### config.mk
export PLATFORM = sky130hd
export DESIGN_NAME = fir_pe_array
export DESIGN_NICKNAME = d
export VERILOG_FILES = /design/src/rtl/fir_pe_array.sv
export SDC_FILE = /design/constraint.sdc
export NUM_CORES = 1
export LEC_CHECK = 0
export CAP_MARGIN = 5
export CORE_ASPECT_RATIO = 1.4
export CORE_UTILIZATION = 55
export CTS_BUF_LIST = sky130_fd_sc_hd__clkbuf_8
export CTS_CLUSTER_SIZE = 12
export DETAILED_ROUTE_END_ITERATION = 12
export HOLD_SLACK_MARGIN = 0.06
export PLACE_DENSITY = 0.81
export SETUP_SLACK_MARGIN = 0.4
export SLEW_MARGIN = 20
export SYNTH_ARGS = -nofsm -noshare
export SYNTH_HDL_FRONTEND = slang
export SYNTH_SLANG_ARGS = --single-unit
### constraint.sdc
create_clock -name clk -period 14.1 [get_ports clk]
set_input_delay 2.82 -clock clk [delete_from_list [all_inputs] [get_ports clk]]
set_output_delay 2.82 -clock clk [all_outputs]
set_load 0.05 [all_outputs]
### src/rtl/fir_pe_array.sv
// Transposed-form FIR engine with N_TAPS MAC stages and serially loadable coefficients.
// Define FIR_PE_ARRAY_SAT_EN to saturate Yout instead of wrapping it to Y_WIDTH bits.
module fir_pe_array #(
    parameter int unsigned N_TAPS  = 8,
    parameter int unsigned X_WIDTH = 4,
    parameter int unsigned C_WIDTH = 6,
    parameter int unsigned Y_WIDTH = 16,
    parameter int unsigned SHIFT   = 0
) (
    input  logic               clk,
    input  logic               reset,
    input  logic               Rdy,
    input  logic [X_WIDTH-1:0] Xin,
    input  logic               Clr,
    input  logic               Cload,
    input  logic [C_WIDTH-1:0] Cin,
    output logic               Vld,
    output logic [Y_WIDTH-1:0] Yout,
    output logic               Busy
);

    localparam int unsigned ACC_W = X_WIDTH + C_WIDTH + $clog2(N_TAPS);
    localparam int unsigned P_W   = X_WIDTH + C_WIDTH;
    localparam int unsigned CNT_W = $clog2(N_TAPS);
    localparam int unsigned EXT_W = (ACC_W > Y_WIDTH) ? ACC_W : Y_WIDTH;

    generate
        if (N_TAPS < 2) begin : g_taps_check
            $error("fir_pe_array: N_TAPS must be at least 2");
        end
    endgenerate

    typedef enum logic [0:0] {StRun, StLoad} state_e;

    state_e             state_q, state_d;
    logic [CNT_W-1:0]   cnt_q, cnt_d;
    logic [C_WIDTH-1:0] coef_q [N_TAPS];
    logic [C_WIDTH-1:0] coef_d [N_TAPS];
    // Stage 0's partial sum is the filter output itself, so only stages 1..N-1 are stored.
    logic [ACC_W-1:0]   psum_q [1:N_TAPS-1];
    logic [ACC_W-1:0]   psum_d [1:N_TAPS-1];
    logic [P_W-1:0]     prod   [N_TAPS];
    logic [ACC_W-1:0]   tap_sum[N_TAPS];
    logic               accept;
    logic               load_done;
    logic [EXT_W-1:0]   shifted;
    logic [Y_WIDTH-1:0] y_red;
    logic               vld_q;
    logic [Y_WIDTH-1:0] yout_q;

    // Multipliers and the transposed adder chain
    generate
        for (genvar k = 0; k < N_TAPS; k++) begin : g_mul
            assign prod[k] = {{X_WIDTH{1'b0}}, coef_q[k]} * {{C_WIDTH{1'b0}}, Xin};
        end
        for (genvar k = 0; k < N_TAPS - 1; k++) begin : g_add
            assign tap_sum[k] = psum_q[k+1] + {{(ACC_W-P_W){1'b0}}, prod[k]};
        end
    endgenerate
    assign tap_sum[N_TAPS-1] = {{(ACC_W-P_W){1'b0}}, prod[N_TAPS-1]};

    assign accept    = (state_q == StRun) && Rdy && !Cload && !Clr;
    assign load_done = (state_q == StLoad) && Cload && (cnt_q == CNT_W'(N_TAPS - 1));

    // State register
    always_ff @(posedge clk or posedge reset) begin
        if (reset) begin
            state_q <= StRun;
        end else begin
            state_q <= state_d;
        end
    end

    // Next-state logic
    always_comb begin
        state_d = state_q;
        unique case (state_q)
            StRun:   if (Cload) state_d = StLoad;
            StLoad:  if (load_done) state_d = StRun;
            default: state_d = StRun;
        endcase
    end

    // FSM outputs
    always_comb begin
        Busy = (state_q == StLoad);
    end

    // Coefficient shift register, load counter and partial-sum next state
    always_comb begin
        coef_d = coef_q;
        psum_d = psum_q;
        cnt_d  = cnt_q;
        if (Cload) begin
            for (int k = 0; k < int'(N_TAPS) - 1; k++) begin
                coef_d[k] = coef_q[k+1];
            end
            coef_d[N_TAPS-1] = Cin;
            if (state_q == StRun) begin
                cnt_d = CNT_W'(1);
            end else if (load_done) begin
                cnt_d = '0;
                for (int k = 1; k < int'(N_TAPS); k++) begin
                    psum_d[k] = '0;
                end
            end else begin
                cnt_d = cnt_q + CNT_W'(1);
            end
        end else if ((state_q == StRun) && Clr) begin
            for (int k = 1; k < int'(N_TAPS); k++) begin
                psum_d[k] = '0;
            end
        end else if (accept) begin
            for (int k = 1; k < int'(N_TAPS); k++) begin
                psum_d[k] = tap_sum[k];
            end
        end
    end

    // Output width reduction
    always_comb begin
        shifted = EXT_W'(tap_sum[0] >> SHIFT);
`ifdef FIR_PE_ARRAY_SAT_EN
        if (shifted > EXT_W'({Y_WIDTH{1'b1}})) begin
            y_red = '1;
        end else begin
            y_red = shifted[Y_WIDTH-1:0];
        end
`else
        y_red = Y_WIDTH'(shifted);
`endif
    end

    always_ff @(posedge clk or posedge reset) begin
        if (reset) begin
            cnt_q  <= '0;
            vld_q  <= 1'b0;
            yout_q <= '0;
            for (int k = 0; k < int'(N_TAPS); k++) begin
                coef_q[k] <= '0;
            end
            for (int k = 1; k < int'(N_TAPS); k++) begin
                psum_q[k] <= '0;
            end
        end else begin
            cnt_q  <= cnt_d;
            vld_q  <= accept;
            coef_q <= coef_d;
            psum_q <= psum_d;
            if (accept) begin
                yout_q <= y_red;
            end
        end
    end

    assign Vld  = vld_q;
    assign Yout = yout_q;

endmodule
==> results_dict.tcl, run 1 <==
set metrics [dict create \
    max-cap-violations 0 \
    slew_headroom 0.3816 \
    endpoint_kind "register" \
    coreArea_mm2 0.02493 \
    clockBufferDepth 2 \
    root_buffer "clkbuf_8" \
    die_y_um 191.4 \
    first_pass_iters 5 \
    r2r-start "coef_q[39]" \
    drive_gt1_frac 0.06957 \
    path_class "input port to register" \
    leakage_nw 7.665 \
    yosys_register_bits 153 \
    antenna_left 0 \
    synth-simple-area-share 0.1353 \
    status "finished clean" \
    grt_pass1_wl_um 50070 \
    drt-initial-drc-count 441 \
    drc 0 \
    rsz0062_at_grt "no" \
    cp.required_ns 14.47 \
    cts_tree "done" \
    die_x_um 137.3 \
    area_delta_synth_final_pct 6.812 \
    yosysMostFrequentCell "inv_1" \
    synth_cells 1516 \
    antenna_found_initial 0 \
    startpoint "Xin[2]" \
    grt_max_degree 81 \
    synth.avg_cell_area_um2 9.293 \
    min_from "Yout[9]" \
    gp_congestion 0.8323 \
    fillers 2071 \
    vias 10340 \
    pre_cts_slack_ns 6.963 \
    post_cts_resized 0 \
    setup_viol 0 \
    final_nets 1808 \
    via_per_inst 5.579 \
    dp_hpwl_um 21110 \
    tns_ns 0 \
    yosysWarnings 0 \
    start_util 0.5651 \
    path_clk_slew_ns 0.09 \
    ctsHoldBuffers 0 \
    die_area_mm2 0.02627 \
    ys_top_cells_by_count "300 x inv_1, 155 x ha_1, 153 x dfrtp_1" \
    ys.flop_type "dfrtp_1" \
    routed_wl_um 28810 \
    ys_seq_area_frac 0.2718 \
    synth_xor_area_frac 0.02549 \
    diodes 0 \
    synth_compound_area_frac 0.1337 \
    grt.overflow.total 0 \
    rows 68 \
    synthTopCellsByArea "dfrtp_1 27%, fa_1 16%, ha_1 14%" \
    ioPinCount 33 \
    min_path_type "register to register" \
    fmax_mhz 150.3 \
    start_kind "input port" \
    grt.total_usage 0.2422 \
    cp.arrival_ns 7.02 \
    period_minus_slack_ns 6.651 \
    min_period_over_period 0.4717 \
    tightest_slew_ns 0.9276 \
    final_max_slew_viol_count 0 \
    power.density_mw_per_mm2 184.8 \
    fin_ws_ns 7.449 \
    synth_top_family_by_area "adder cells" \
    numClockSinks 153 \
    synth_top_area_frac 0.2718 \
    fin_skew_ns 0.02216 \
    final_hold_viol_count 0 \
    grt_pass1_vias 10950 \
    synthArstFlopShare 1.000 \
    synth_adder_area_share 0.2982 \
    portBuffers 29 \
    cts-buffers-inserted 17 \
    ys_types 60 \
    synth_mux_area_frac 0.03979 \
    h-tree-depth 4 \
    worstSkewPairLatency_ns 0.48 \
    peakVddDrop_v 0.0001266 \
    synth_edf_count 0 \
    syn-cell-area_mm2 0.01409 \
    path_max_fanout 48 \
    yosysTopAreaCell "dfrtp_1" \
    post_cts_buffers 0 \
    avgRoutedWirePerCell_um 15.55 \
]
-- cells in the final DEF, fill, tap and decap left out, drive strengths merged, types with 4 or more instances in the layout --
cell type and n:
buf 10, a22o 20, clkbuf 18, clkinv 5, or3 10, a32o 11, ha 155, inv 306
a21oi 39, a211o 6, nand2 140, o31ai 9, nand3b 4, fa 113, clkdlybuf4s50 28, a21o 21
mux2 48, o21ai 106, a31oi 7, nand2b 7, nor2 18, nor3 12, xnor2 15, and3 4
and2 144, o21a 12, dfrtp 153, nand3 9, a211oi 17, nor2b 14, xor2 26, o21bai 7
-- path summary, 6_finish.rpt --
check                             endpoint  slack [ns]  depth (start not counted)
worst max-delay path            psum_q[87]        7.45                         15
worst min-delay path               Yout[9]        0.48                          2
worst max register to register  psum_q[87]       10.24                         13
worst min register to register     Yout[9]        0.48                          2
max in group asynchronous       psum_q[23]        9.78                          3
min in group asynchronous       psum_q[63]        2.88                          2
-- metrics by stage --
step	area, um^2	std cells	hold WS (ns)	total power [mW]	util
final	15050	1853	0.4818	2.781	0.6036
after detailed placement	14640	1821	0.4623	2.439	0.5873
after floorplan	14100	1518	0.4432	2.043	-
after global routing	15050	1853	0.5065	3.096	0.6036
after global placement	14640	1821	0.4580	2.358	0.5873
after CTS	15050	1853	0.4852	2.802	0.6036
-- logic make-up after synthesis --
| logic type | Yosys count |
|---|---|
| other | 1 |
| adders and majority gates | 268 |
| buffers and inverters | 351 |
| and+or+nand+nor | 370 |
| muxes | 50 |
| xor gates and xnor gates | 41 |
| AOI/OAI and AO/OA | 282 |
| DFF | 153 |
-- report_power, final --
| group | total, mW | switching, mW | leakage (nW) | internal [mW] |
|---|---|---|---|---|
| logic | 1.76 | 1.01 | 5.46 | 0.751 |
| registers | 0.671 | 0.110 | 2.00 | 0.561 |
| clock network | 0.352 | 0.186 | 0.204 | 0.166 |
| total | 2.78 | 1.30 | 7.67 | 1.48 |
-- sequential cells by signal, indices dropped and copies added (netlist names) --
name,cells
Vld,1
Busy,1
Yout,13
cnt_q,3
psum_q,87
coef_q,48
-- final cells by class --
cell class                 count  area, um^2  share of cell area
clock inverter                14       160.2             0.01064
tap                          315       394.1             0.02619
timing repair buffer          38       352.8             0.02345
sequential                   153        3829              0.2544
clock buffer                  18       247.7             0.01646
inverter                     301        1135             0.07541
multi-input combinational   1014        8930              0.5934
-- critical path, cell delays in order --
cell and delay (ns):
clkdlybuf4s50_1 0.45, buf_4 0.43, and2_1 0.23, fa_1 0.43, fa_1 0.49, inv_1 0.05
fa_1 0.47, inv_1 0.04, ha_1 0.34, a21o_1 0.20, a21oi_2 0.17, a21boi_1 0.11
o21a_1 0.20, or3_1 0.31, a32o_1 0.25
-- per-layer routing --
layer  wire length [um]  GRT usage
met3                615    0.02599
met1              11420     0.2757
met5                  0          0
met2              15910     0.4507
met4                869     0.1031
Note: power is estimated with default switching activity, not from simulation.
==> run 2: changes to the inputs <==
- clock period: 14.1 -> 6.65 ns (I/O delays scaled with it)
==> results_dict.tcl, run 2 (synthesis gave the netlist of run 1 again) <==
set metrics [dict create \
    pwr-share-comb 0.628 \
    min_path_type "register to register" \
    drt-initial-drc-count 406 \
    fmax_mhz 194.6 \
    cp.required_ns 7.04 \
    peakVddDrop_v 0.0002786 \
    final_nets 1809 \
    antenna_found_initial 0 \
    fillers 2037 \
    place_area_mm2 0.01465 \
    final_hold_viol_count 0 \
    leakage_nw 7.686 \
    rows 68 \
    worstSkewPairLatency_ns 0.49 \
    worstPathCellList "clkdlybuf4s50_1, buf_4, and2_1, fa_1, fa_1, inv_1, fa_1, inv_1, ha_1, a21o_1, a21oi_2, a21boi_1, o21a_1, or3_1, a32o_1" \
    gp_congestion 0.8541 \
    regMostFlops "psum_q" \
    status "finished clean" \
    routed_wl_um 29670 \
    post_cts_resized 0 \
    via_per_inst 5.595 \
    grt.total_usage 0.2487 \
    root_buffer "clkbuf_8" \
    period_minus_slack_ns 5.139 \
    coreArea_mm2 0.02493 \
    power_switching_mw 2.820 \
    die_x_um 137.3 \
    max-cap-violations 0 \
    antenna_left 0 \
    layout_common_cells "299 x inv_1, 155 x ha_1, 153 x dfrtp_1, 144 x and2_1, 140 x nand2_1" \
    power.density_mw_per_mm2 397.6 \
    post_cts_buffers 0 \
    min_period_over_period 0.7728 \
    numClockSinks 153 \
    path_clk_slew_ns 0.10 \
    area_delta_synth_final_pct 7.078 \
    cts-buffers-inserted 17 \
    cpPeakStageDelay_ns 0.49 \
    tightest_slew_ns 1.057 \
    ioPinCount 33 \
    power_frac_seq 0.237 \
    largest_reg_flops 87 \
    die_area_mm2 0.02627 \
    crit_slowest_cell "fa_1" \
    final_max_slew_viol_count 0 \
    final_common_cell "inv_1" \
    endpoint_kind "register" \
    first_pass_iters 5 \
    worst_path_most_repeated_cell "fa_1" \
    grt_max_degree 94 \
    h-tree-depth 4 \
    diodes 0 \
    start_kind "input port" \
    die_y_um 191.4 \
    clockBufferDepth 2 \
    setup_viol 0 \
    path_max_fanout 48 \
    path_class "input port to register" \
    cts_tree "done" \
    tns_ns 0 \
    start_util 0.5651 \
    portBuffers 29 \
    slew_headroom 0.2956 \
    cp.arrival_ns 5.53 \
    rsz0062_at_grt "no" \
    dp_hpwl_um 21350 \
    grt_pass1_vias 11040 \
    avgRoutedWirePerCell_um 16.00 \
    vias 10370 \
    fin_skew_ns 0.01394 \
    drive_gt1_frac 0.07083 \
    p_sw_frac 0.4701 \
    grt.overflow.total 0 \
    final_area_mm2 0.01509 \
    grt_pass1_wl_um 51180 \
    ctsHoldBuffers 0 \
    p_int_mw 3.179 \
    drc 0 \
    clkPwrFrac 0.135 \
]
## run 2: changes by cell type in the layout (fill, tap and decap cells not counted), sizes merged
| cell | before | now |
|---|---|---|
| buf | 10 | 12 |
| bufinv | 2 | 3 |
| clkbuf | 18 | 17 |
| clkdlybuf4s50 | 28 | 27 |
| clkinvlp | 2 | 1 |
| inv | 306 | 307 |
## run 2: worst paths after layout
path / startpoint / end / slack [ns] / depth (start not counted)
max: Xin[2] / psum_q[87] / 1.51 / 15
min: Yout[10] / Yout[10] / 0.48 / 2
max reg2reg: coef_q[40] / psum_q[87] / 2.80 / 13
min reg2reg: Yout[10] / Yout[10] / 0.48 / 2
max in group asynchronous: reset / psum_q[39] / 3.93 / 3
min in group asynchronous: reset / psum_q[77] / 1.41 / 2
## run 2: per-layer routing
layer / up-vias / global-route usage / part of all wire
li1: 4929 / - / -
met1: 5183 / 0.2787 / 0.40
met2: 200 / 0.4621 / 0.55
met3: 62 / 0.03368 / 0.029
met4: 0 / 0.1074 / 0.028
met5: - / 0 / 0
## run 2: layout make-up
| class | instances | area, um^2 | area share |
|---|---|---|---|
| clock buffers | 17 | 234.0 | 0.01551 |
| flip-flops and latches | 153 | 3829 | 0.2538 |
| well taps | 315 | 394.1 | 0.02613 |
| inverters | 301 | 1135 | 0.07523 |
| repair buffers | 39 | 355.3 | 0.02355 |
| clock inverters | 15 | 209.0 | 0.01385 |
| multi-input cells | 1014 | 8930 | 0.5919 |
## run 2: critical path: cells and delay by family
| family | cells | cell delay, ns |
|---|---|---|
| AO/OA/AOI/OAI | 5 | 0.94 |
| adder cells (fa/ha/maj) | 4 | 1.75 |
| buffers and inverters | 4 | 0.97 |
| AND/OR/NAND/NOR | 2 | 0.53 |
## run 2: power groups by stage
stage / clock network, mW / registers [mW] / logic (mW)
final: 0.811 / 1.42 / 3.77
after global routing: 0.859 / 1.46 / 4.33
after CTS: 0.819 / 1.42 / 3.78
after detailed placement: 0 / 1.43 / 3.75
after global placement: 0 / 1.42 / 3.58
after floorplan: 0 / 1.44 / 2.90
## run 2: through the flow
step / power, mW / instances / utilization / setup slack [ns] / hold WS [ns]
floorplan: 4.332 / 1518 / - / 1.199 / 0.4432
global placement: 5.008 / 1822 / 0.5876 / 1.107 / 0.4590
detailed placement: 5.187 / 1822 / 0.5876 / 1.025 / 0.4693
CTS: 6.022 / 1854 / 0.6054 / 1.536 / 0.4925
global route: 6.645 / 1854 / 0.6052 / 1.272 / 0.5128
finish: 5.998 / 1854 / 0.6052 / 1.511 / 0.4843
